**src/rtl/da_iq_out.sv**
```systemverilog
// I/Q sample-pair FIFO feeding a dual-channel DAC.
// A free-running divider produces a DAC update tick every DIV clocks. On each
// tick one I/Q pair is popped, converted to the DAC code format and registered
// onto the DAC data pins. A registered DAC clock/write strobe goes low for the
// first half of each divider period, so data settles before the rising edge.

module da_iq_out #(
    parameter int DATA_W     = 10,
    parameter int FIFO_DEPTH = 8,
    parameter int DIV        = 4,
    parameter int OUT_FMT    = 0
) (
    input  logic                          clk,
    input  logic                          rst,
    input  logic                          enable,
    input  logic                          in_valid,
    output logic                          in_ready,
    input  logic [DATA_W-1:0]             in_i,
    input  logic [DATA_W-1:0]             in_q,
    input  logic                          uf_clr,
    output logic [DATA_W-1:0]             out_da_data_i,
    output logic [DATA_W-1:0]             out_da_data_q,
    output logic                          out_da_clk,
    output logic                          out_da_wr,
    output logic                          underflow,
    output logic [$clog2(FIFO_DEPTH):0]   fifo_level
);

    localparam int AW = $clog2(FIFO_DEPTH);
    localparam int CW = $clog2(DIV);

    localparam logic [CW-1:0]     CNT_LAST   = CW'(DIV - 1);
    localparam logic [CW-1:0]     CNT_HALF   = CW'(DIV / 2);
    localparam logic [AW:0]       LEVEL_FULL = (AW + 1)'(FIFO_DEPTH);
    localparam logic [DATA_W-1:0] ZERO_CODE  =
        (OUT_FMT == 0) ? {1'b1, (DATA_W - 1)'(0)} : DATA_W'(0);

    // Offset binary flips the sign bit; two's complement passes through.
    function automatic logic [DATA_W-1:0] to_code(input logic [DATA_W-1:0] s);
        if (OUT_FMT == 0)
            to_code = {~s[DATA_W-1], s[DATA_W-2:0]};
        else
            to_code = s;
    endfunction

    logic [CW-1:0]       div_cnt;
    logic [CW-1:0]       div_cnt_nxt;
    logic                tick;
    logic                da_clk_q;

    logic [2*DATA_W-1:0] mem [FIFO_DEPTH];
    logic [AW-1:0]       wr_ptr;
    logic [AW-1:0]       rd_ptr;
    logic [AW:0]         level;
    logic                full;
    logic                empty;
    logic                push;
    logic                pop;
    logic [DATA_W-1:0]   head_i;
    logic [DATA_W-1:0]   head_q;

    // Divider next value, tick decode and FIFO handshake decode.
    always_comb begin
        tick        = (div_cnt == CNT_LAST);
        div_cnt_nxt = tick ? '0 : div_cnt + CW'(1);
        full        = (level == LEVEL_FULL);
        empty       = (level == '0);
        in_ready    = !full && enable && !rst;
        push        = in_valid && in_ready;
        pop         = tick && enable && !empty;
        {head_i, head_q} = mem[rd_ptr];
    end

    // Divider counter and DAC clock; the clock register is loaded from the
    // next count so its level always matches the current count's half.
    always_ff @(posedge clk) begin
        if (rst) begin
            div_cnt  <= '0;
            da_clk_q <= 1'b0;
        end else begin
            div_cnt  <= div_cnt_nxt;
            da_clk_q <= (div_cnt_nxt >= CNT_HALF);
        end
    end

    // FIFO storage write port.
    always_ff @(posedge clk) begin
        if (push)
            mem[wr_ptr] <= {in_i, in_q};
    end

    // FIFO pointers and occupancy; disabling flushes the buffer.
    always_ff @(posedge clk) begin
        if (rst || !enable) begin
            wr_ptr <= '0;
            rd_ptr <= '0;
            level  <= '0;
        end else begin
            if (push)
                wr_ptr <= wr_ptr + AW'(1);
            if (pop)
                rd_ptr <= rd_ptr + AW'(1);
            case ({push, pop})
                2'b10:   level <= level + (AW + 1)'(1);
                2'b01:   level <= level - (AW + 1)'(1);
                default: level <= level;
            endcase
        end
    end

    // DAC data registers: update on tick, hold on underflow, zero when disabled.
    always_ff @(posedge clk) begin
        if (rst) begin
            out_da_data_i <= ZERO_CODE;
            out_da_data_q <= ZERO_CODE;
        end else if (tick) begin
            if (!enable) begin
                out_da_data_i <= ZERO_CODE;
                out_da_data_q <= ZERO_CODE;
            end else if (!empty) begin
                out_da_data_i <= to_code(head_i);
                out_da_data_q <= to_code(head_q);
            end
        end
    end

    // Sticky underflow; a new underflow event outranks a clear request.
    always_ff @(posedge clk) begin
        if (rst)
            underflow <= 1'b0;
        else if (tick && enable && empty)
            underflow <= 1'b1;
        else if (uf_clr)
            underflow <= 1'b0;
    end

    assign out_da_clk = da_clk_q;
    assign out_da_wr  = da_clk_q;
    assign fifo_level = level;

endmodule

```
**config.mk**
```make
export PLATFORM = sky130hd
export DESIGN_NAME = da_iq_out
export DESIGN_NICKNAME = d
export VERILOG_FILES = /design/src/rtl/da_iq_out.sv
export SDC_FILE = /design/constraint.sdc
export NUM_CORES = 1
export LEC_CHECK = 0
export BUFFER_PORTS_ARGS = -buffer_cell sky130_fd_sc_hd__buf_2
export CAP_MARGIN = 40
export CORE_UTILIZATION = 50
export DETAILED_ROUTE_END_ITERATION = 6
export GPL_TIMING_DRIVEN = 0
export PLACE_DENSITY = 0.68
export SLEW_MARGIN = 10
export SYNTH_ARGS = -nofsm -noshare
export SYNTH_HDL_FRONTEND = slang
export SYNTH_SLANG_ARGS = --single-unit
```
**constraint.sdc**
```tcl
create_clock -name clk -period 6.9 [get_ports clk]
set_input_delay 1.725 -clock clk [delete_from_list [all_inputs] [get_ports clk]]
set_output_delay 1.725 -clock clk [all_outputs]
set_load 0.02 [all_outputs]
```
==> impl_metrics.env, run 1 <==
export IMPL_synth_largest_type_area_fraction_pct=64.2
export IMPL_fin_tns_setup_ps=0
export IMPL_cts_resized_gates=0
export IMPL_run_status="finished clean"
export IMPL_yosysTopAreaCell="sky130_fd_sc_hd__edfxtp_1"
export IMPL_maxCapViolations=0
export IMPL_rows=44
export IMPL_async_flop_share_pct=0
export IMPL_cts_setup_buffers=0
export IMPL_synthesis_area_per_instance_sq_um=19.4
export IMPL_final_core_utilization_pct=59.3
export IMPL_die_area_sq_mm=0.0155
export IMPL_fin_nets=499
export IMPL_drt_wirelength_per_cell_um=21.5
export IMPL_first_global_vias=4010
export IMPL_detail_route_wirelength_mm=14.3
export IMPL_post_route_min_period_ps=4200
export IMPL_mappedNetlistArea_sq_mm=0.00748
export IMPL_p_per_area_mw_per_mm2=257
export IMPL_numCtsBuffers=17
export IMPL_report_power_total_mw=2.22
export IMPL_crit_path_start_kind="primary input"
export IMPL_layout_area_seq_sq_mm=0.00553
export IMPL_required_ps=5180
export IMPL_worst_pin_slew_ps=868
export IMPL_grt_setup_unrepaired="false"
export IMPL_placeableCoreArea_sq_mm=0.0146
export IMPL_root_driver="sky130_fd_sc_hd__clkbuf_16"
export IMPL_number_of_buffers_added_on_ports=51
export IMPL_hpwlAfterDp_mm=9.02
export IMPL_flow_area_growth_from_synthesis_pct=15.5
export IMPL_timing_final_crit_share_pct=60.8
export IMPL_synthesis_instances=386
export IMPL_multi_input_comb_area_sq_mm=0.00181
export IMPL_clock_network_latency_to_the_later_pin_of_the_worst_skew_pair_ps=430
export IMPL_drt_pre_antenna_iters=4
export IMPL_fin_hold_ws_ps=427
export IMPL_ys_seq_area_share_pct=73.8
export IMPL_tritoncts_num_sinks=196
export IMPL_slew_violations=0
export IMPL_timing_critical_path_to_type="output port"
export IMPL_synthTopCellsByCount="sky130_fd_sc_hd__edfxtp_1 (160), sky130_fd_sc_hd__mux4_2 (40), sky130_fd_sc_hd__dfxtp_1 (36)"
export IMPL_stdcell_count=666
export IMPL_final_setup_viol_count=0
export IMPL_drt_iter0_markers=267
export IMPL_antenna_violating_nets_post_route=0
export IMPL_netlist_top_cells_area="sky130_fd_sc_hd__edfxtp_1 (64%), sky130_fd_sc_hd__mux4_2 (12%), sky130_fd_sc_hd__dfxtp_1 (9.6%)"
export IMPL_aggregate_global_routing_overflow=0
export IMPL_synth_edff_count=160
export IMPL_place_inst=633
export IMPL_slew_headroom_pct=41.7
export IMPL_setup_slack_at_placement_ps=2700
export IMPL_yosys_register_bits=196
export IMPL_number_of_primary_i_o_pins=53
export IMPL_cts_hold_buffers=0
export IMPL_tritoncts_clock_tree="yes"
export IMPL_vias_per_cell=5.69
export IMPL_placed_cell_areas_sq_mm=0.00812
export IMPL_yosysUniqueCellTypes=38
export IMPL_ctsHtreeMaxLevel=4
export IMPL_postSynth_topFlopCell="sky130_fd_sc_hd__edfxtp_1"
export IMPL_drt_drc_violations_left=0
export IMPL_die_w_um=124
export IMPL_fin_ws_ps=2700
export IMPL_mappedNetlistNets=417
export IMPL_die_y_um=124
export IMPL_fin_worst_skew_ps=8.24
export IMPL_max_vdd_ir_drop_v=0.000244
export IMPL_timing_critical_path_arrival_ps=2470
export IMPL_final_layout_size_suffix_gt1_share_pct=35.6
export IMPL_grt_start_max_net_pins=21
export IMPL_power_static_leakage_nw=2.87
export IMPL_gpl_final_weighted_congestion=0.750
export IMPL_nFillCells=1081
export IMPL_clock_tree_buffer_depth=2
export IMPL_initial_core_util_pct=51.3
export IMPL_max_freq_ghz=0.238
export IMPL_hp_class="reg2reg"
export IMPL_clk_pin_slew_worst_paths_ps=60
export IMPL_final_instance_area_sq_mm=0.00865
export IMPL_dr_total_vias=3787
export IMPL_antenna_found_initial=1
export IMPL_total_grt_usage_pct=20.1
export IMPL_number_of_hold_violations_in_the_final_report=0
export IMPL_grt_pass1_wl_mm=22.4
export IMPL_yosys_warnings=0
export IMPL_synth_most_common_cell="sky130_fd_sc_hd__edfxtp_1"
export IMPL_cp_class="in2out"
export IMPL_timing_critical_path_fanout_max=9
-- registers in the layout, indices dropped and copies added (netlist names), named ones only --
| signal | count |
|---|---|
| wr_ptr | 3 |
| out_da_data_i | 10 |
| mem | 160 |
| underflow | 1 |
| rd_ptr | 3 |
| fifo_level | 4 |
| div_cnt | 2 |
| out_da_data_q | 10 |
-- power by group --
group          leakage, nW  internal (mW)  switching, mW
logic                0.879         0.0172         0.0331
registers             1.73           1.28        0.00284
clock network        0.255          0.491          0.395
-- per-layer routing --
layer | GRT usage (%) | wire length, um
met4 | 9.57 | 244
met2 | 34.2 | 7670
met5 | 0 | 0
met1 | 23.8 | 5630
met3 | 5.24 | 802
-- worst max-delay path: stages --
cell	delay [ps]
sky130_fd_sc_hd__buf_2	170
sky130_fd_sc_hd__nand2b_1	200
sky130_fd_sc_hd__nor2_1	180
sky130_fd_sc_hd__buf_2	190
-- area by class of cell --
cell class                 count  share of cell area (%)
clock buffer                  28                    5.76
buffer                        17                    1.36
antenna                        1                  0.0289
timing repair buffer          63                    4.17
sequential                   196                    63.9
multi-input combinational    152                    20.9
inverter                      21                   0.912
tap                          184                    2.66
clock inverter                 4                   0.275
-- layout by cell type (no fill, tap or decap), drive strengths merged --
cell,n
nand2,5
o32a,1
edfxtp,160
or4,1
ha,6
inv,21
a21o,1
buf,75
nor3,6
a21oi,3
xor2,6
o21a,1
nor4b,3
dfxtp,36
clkinv,4
diode,1
nor4,3
nand2b,3
mux2i,3
nor2,15
clkbuf,33
a211o,1
o21ai,22
nand3b,1
xnor2,1
nor2b,3
a22oi,19
nand4,2
nor4bb,1
nand3,4
or3,1
mux4,40
-- path summary, 6_finish.rpt --
kind	endpoint	cells after the start	slack, ps	startpoint
setup / recovery	in_ready	4	2700	rst
hold / removal	div_cnt[0]	1	430	div_cnt[0]
setup reg to reg	fifo_level[2]	9	4310	fifo_level[0]
hold reg to reg	div_cnt[0]	1	430	div_cnt[0]
-- cells by family after synthesis --
group	synth area share [%]
compound gates	5.20
xor+xnor	0.819
fa+ha+maj	1.00
buf+inv	2.63
flops	73.8
mux	12.4
simple gates	4.08
(Power assumes the default switching activity.)
==> inputs of run 2 (changes only) <==
- ABC_AREA: unset -> 1
- clock period: 6.9 -> 4.3 ns (I/O delays scaled with it)
==> impl_metrics.env, run 2 <==
export IMPL_run_status="finished clean"
export IMPL_synth_adder_area_share_pct=0.912
export IMPL_synth_simple_gate_area_share_pct=20.3
export IMPL_drt_iter0_markers=466
export IMPL_total_grt_usage_pct=23.8
export IMPL_netlist_top_cells_area="sky130_fd_sc_hd__edfxtp_1 (58%), sky130_fd_sc_hd__nand2_1 (11%), sky130_fd_sc_hd__dfxtp_1 (8.8%)"
export IMPL_mappedNetlistArea_sq_mm=0.00824
export IMPL_cts_hold_buffers=0
export IMPL_dr_total_vias=5595
export IMPL_postSynth_topFlopCell="sky130_fd_sc_hd__edfxtp_1"
export IMPL_worst_pin_slew_ps=845
export IMPL_yosys_register_bits=196
export IMPL_timing_critical_path_arrival_ps=1890
export IMPL_slew_headroom_pct=43.6
export IMPL_p_per_area_mw_per_mm2=399
export IMPL_synth_most_common_cell="sky130_fd_sc_hd__nand2_1"
export IMPL_placeableCoreArea_sq_mm=0.0160
export IMPL_reg_top3="mem x160, out_da_data_i x10, out_da_data_q x10"
export IMPL_number_of_buffers_added_on_ports=51
export IMPL_cp_class="in2out"
export IMPL_number_of_primary_i_o_pins=53
export IMPL_ctsHtreeMaxLevel=4
export IMPL_timing_critical_path_fanout_max=10
export IMPL_first_global_vias=5287
export IMPL_synth_compound_area_share_pct=2.70
export IMPL_grt_pass1_wl_mm=28.4
export IMPL_yosysUniqueCellTypes=26
export IMPL_drt_wirelength_per_cell_um=17.0
export IMPL_drt_drc_violations_left=0
export IMPL_slowest_cp_cell="sky130_fd_sc_hd__buf_2"
export IMPL_stdcell_count=1114
export IMPL_yosys_warnings=0
export IMPL_synthTopCellsByCount="sky130_fd_sc_hd__nand2_1 (241), sky130_fd_sc_hd__edfxtp_1 (160), sky130_fd_sc_hd__inv_1 (132)"
export IMPL_ys_seq_area_share_pct=67.1
export IMPL_antenna_violating_nets_post_route=0
export IMPL_cts_setup_buffers=0
export IMPL_clock_network_latency_to_the_later_pin_of_the_worst_skew_pair_ps=430
export IMPL_die_area_sq_mm=0.0170
export IMPL_root_driver="sky130_fd_sc_hd__clkbuf_16"
export IMPL_initial_core_util_pct=51.5
export IMPL_place_inst=1081
export IMPL_layout_commonest_cell="sky130_fd_sc_hd__nand2_1"
export IMPL_post_synth_mux_area_share_pct=0
export IMPL_layout_common_cells="sky130_fd_sc_hd__nand2_1 (241), sky130_fd_sc_hd__edfxtp_1 (160), sky130_fd_sc_hd__inv_1 (132), sky130_fd_sc_hd__nand3_1 (119), sky130_fd_sc_hd__buf_2 (70)"
export IMPL_final_setup_viol_count=0
export IMPL_slew_violations=0
export IMPL_crit_path_start_kind="primary input"
export IMPL_grt_setup_unrepaired="false"
export IMPL_antenna_found_initial=0
export IMPL_die_y_um=130
export IMPL_die_w_um=130
export IMPL_maxCapViolations=0
export IMPL_required_ps=3220
export IMPL_yosysTopAreaCell="sky130_fd_sc_hd__edfxtp_1"
export IMPL_number_of_hold_violations_in_the_final_report=0
export IMPL_hp_class="reg2reg"
export IMPL_fin_nets=915
export IMPL_kind_of_cell_adding_the_most_delay_to_the_critical_path="buffers and inverters"
export IMPL_mappedNetlistNets=842
export IMPL_synth_xor_area_share_pct=0.106
export IMPL_flow_area_growth_from_synthesis_pct=14.9
export IMPL_tritoncts_clock_tree="yes"
export IMPL_path_cells="buf_2, inv_2, nor2_8, inv_1, a31oi_1, buf_2"
export IMPL_async_flop_share_pct=0
export IMPL_largest_reg_flops=160
export IMPL_regMostFlops="mem"
export IMPL_post_route_min_period_ps=2960
export IMPL_grt_start_max_net_pins=21
export IMPL_synth_edff_count=160
export IMPL_drt_pre_antenna_iters=5
export IMPL_synth_largest_type_area_fraction_pct=58.3
export IMPL_fin_worst_skew_ps=7.12
export IMPL_cpPeakStageDelay_ps=180
export IMPL_clk_pin_slew_worst_paths_ps=70
export IMPL_clock_tree_buffer_depth=2
export IMPL_fin_tns_setup_ps=0
export IMPL_gpl_final_weighted_congestion=0.782
export IMPL_cts_resized_gates=0
export IMPL_power_static_leakage_nw=4.03
export IMPL_synthesis_instances=811
export IMPL_rows=46
export IMPL_numCtsBuffers=17
export IMPL_hpwlAfterDp_mm=11.7
export IMPL_max_freq_ghz=0.337
export IMPL_vias_per_cell=5.02
export IMPL_critical_path_most_common_cell="sky130_fd_sc_hd__buf_2"
export IMPL_synthesis_area_per_instance_sq_um=10.2
export IMPL_timing_critical_path_to_type="output port"
export IMPL_dominant_combinational_cell_family_by_area_after_synthesis="simple AND/OR/NAND/NOR gates"
export IMPL_final_layout_size_suffix_gt1_share_pct=15.3
export IMPL_max_vdd_ir_drop_v=0.000311
export IMPL_worst_path_buf_inv=4
export IMPL_tritoncts_num_sinks=196
export IMPL_detail_route_wirelength_mm=18.9
export IMPL_aggregate_global_routing_overflow=0
export IMPL_timing_final_crit_share_pct=68.9
-- run 2: path summary, 6_finish.rpt --
check                   from            end  slack (ps)  cells after the start
setup / recovery      enable       in_ready        1340                      6
hold / removal    div_cnt[0]     div_cnt[0]         440                      1
hold reg to reg   div_cnt[0]     div_cnt[0]         440                      1
setup reg to reg  div_cnt[1]  fifo_level[2]        2000                     15
-- run 2: where the power goes --
| group | internal, mW | leakage [nW] | switching [mW] |
|---|---|---|---|
| sequential | 2.06 | 1.73 | 0.00522 |
| clock | 0.933 | 0.289 | 0.679 |
| combinational | 0.0308 | 2.01 | 0.0697 |
-- run 2: cells by family after synthesis --
family / Yosys count
simple gates: 391
flops: 196
buf+inv: 175
compound gates: 42
fa+ha+maj: 6
xor+xnor: 1
-- run 2: area by class of cell --
class                           instances  area (sq um)
Clock buffer                           20           447
Timing Repair Buffer                   54           313
Tap cell                              216           270
Fill cell                            1361          6530
Sequential cell                       196          5530
Inverter                              137           514
Antenna cell                            1          2.50
Multi-Input combinational cell        440          2030
Clock inverter                         12           154
Buffer                                 38           215
-- run 2: through the flow --
stage | setup slack, ps | cell area (sq um) | total power [mW] | util (%) | hold slack, ps
after floorplan | 1270 | 8240 | 2.16 | - | 395
after global placement | 192 | 8760 | 2.20 | 54.8 | 410
after detailed placement | 1210 | 8860 | 2.21 | 55.4 | 424
after CTS | 1320 | 9460 | 3.79 | 59.1 | 440
after global routing | 1260 | 9460 | 3.88 | 59.1 | 450
final | 1340 | 9470 | 3.78 | 59.2 | 437
-- run 2: metal layers --
| layer | GRT usage, % | share of wire, % | routed length [um] | vias up |
|---|---|---|---|---|
| met5 | 0 | 0 | 0 | - |
| li1 | - | - | - | 2778 |
| met4 | 8.05 | 1.7 | 321 | 0 |
| met1 | 29.6 | 43 | 8160 | 2626 |
| met2 | 41.3 | 50 | 9460 | 167 |
| met3 | 4.92 | 5.2 | 991 | 24 |
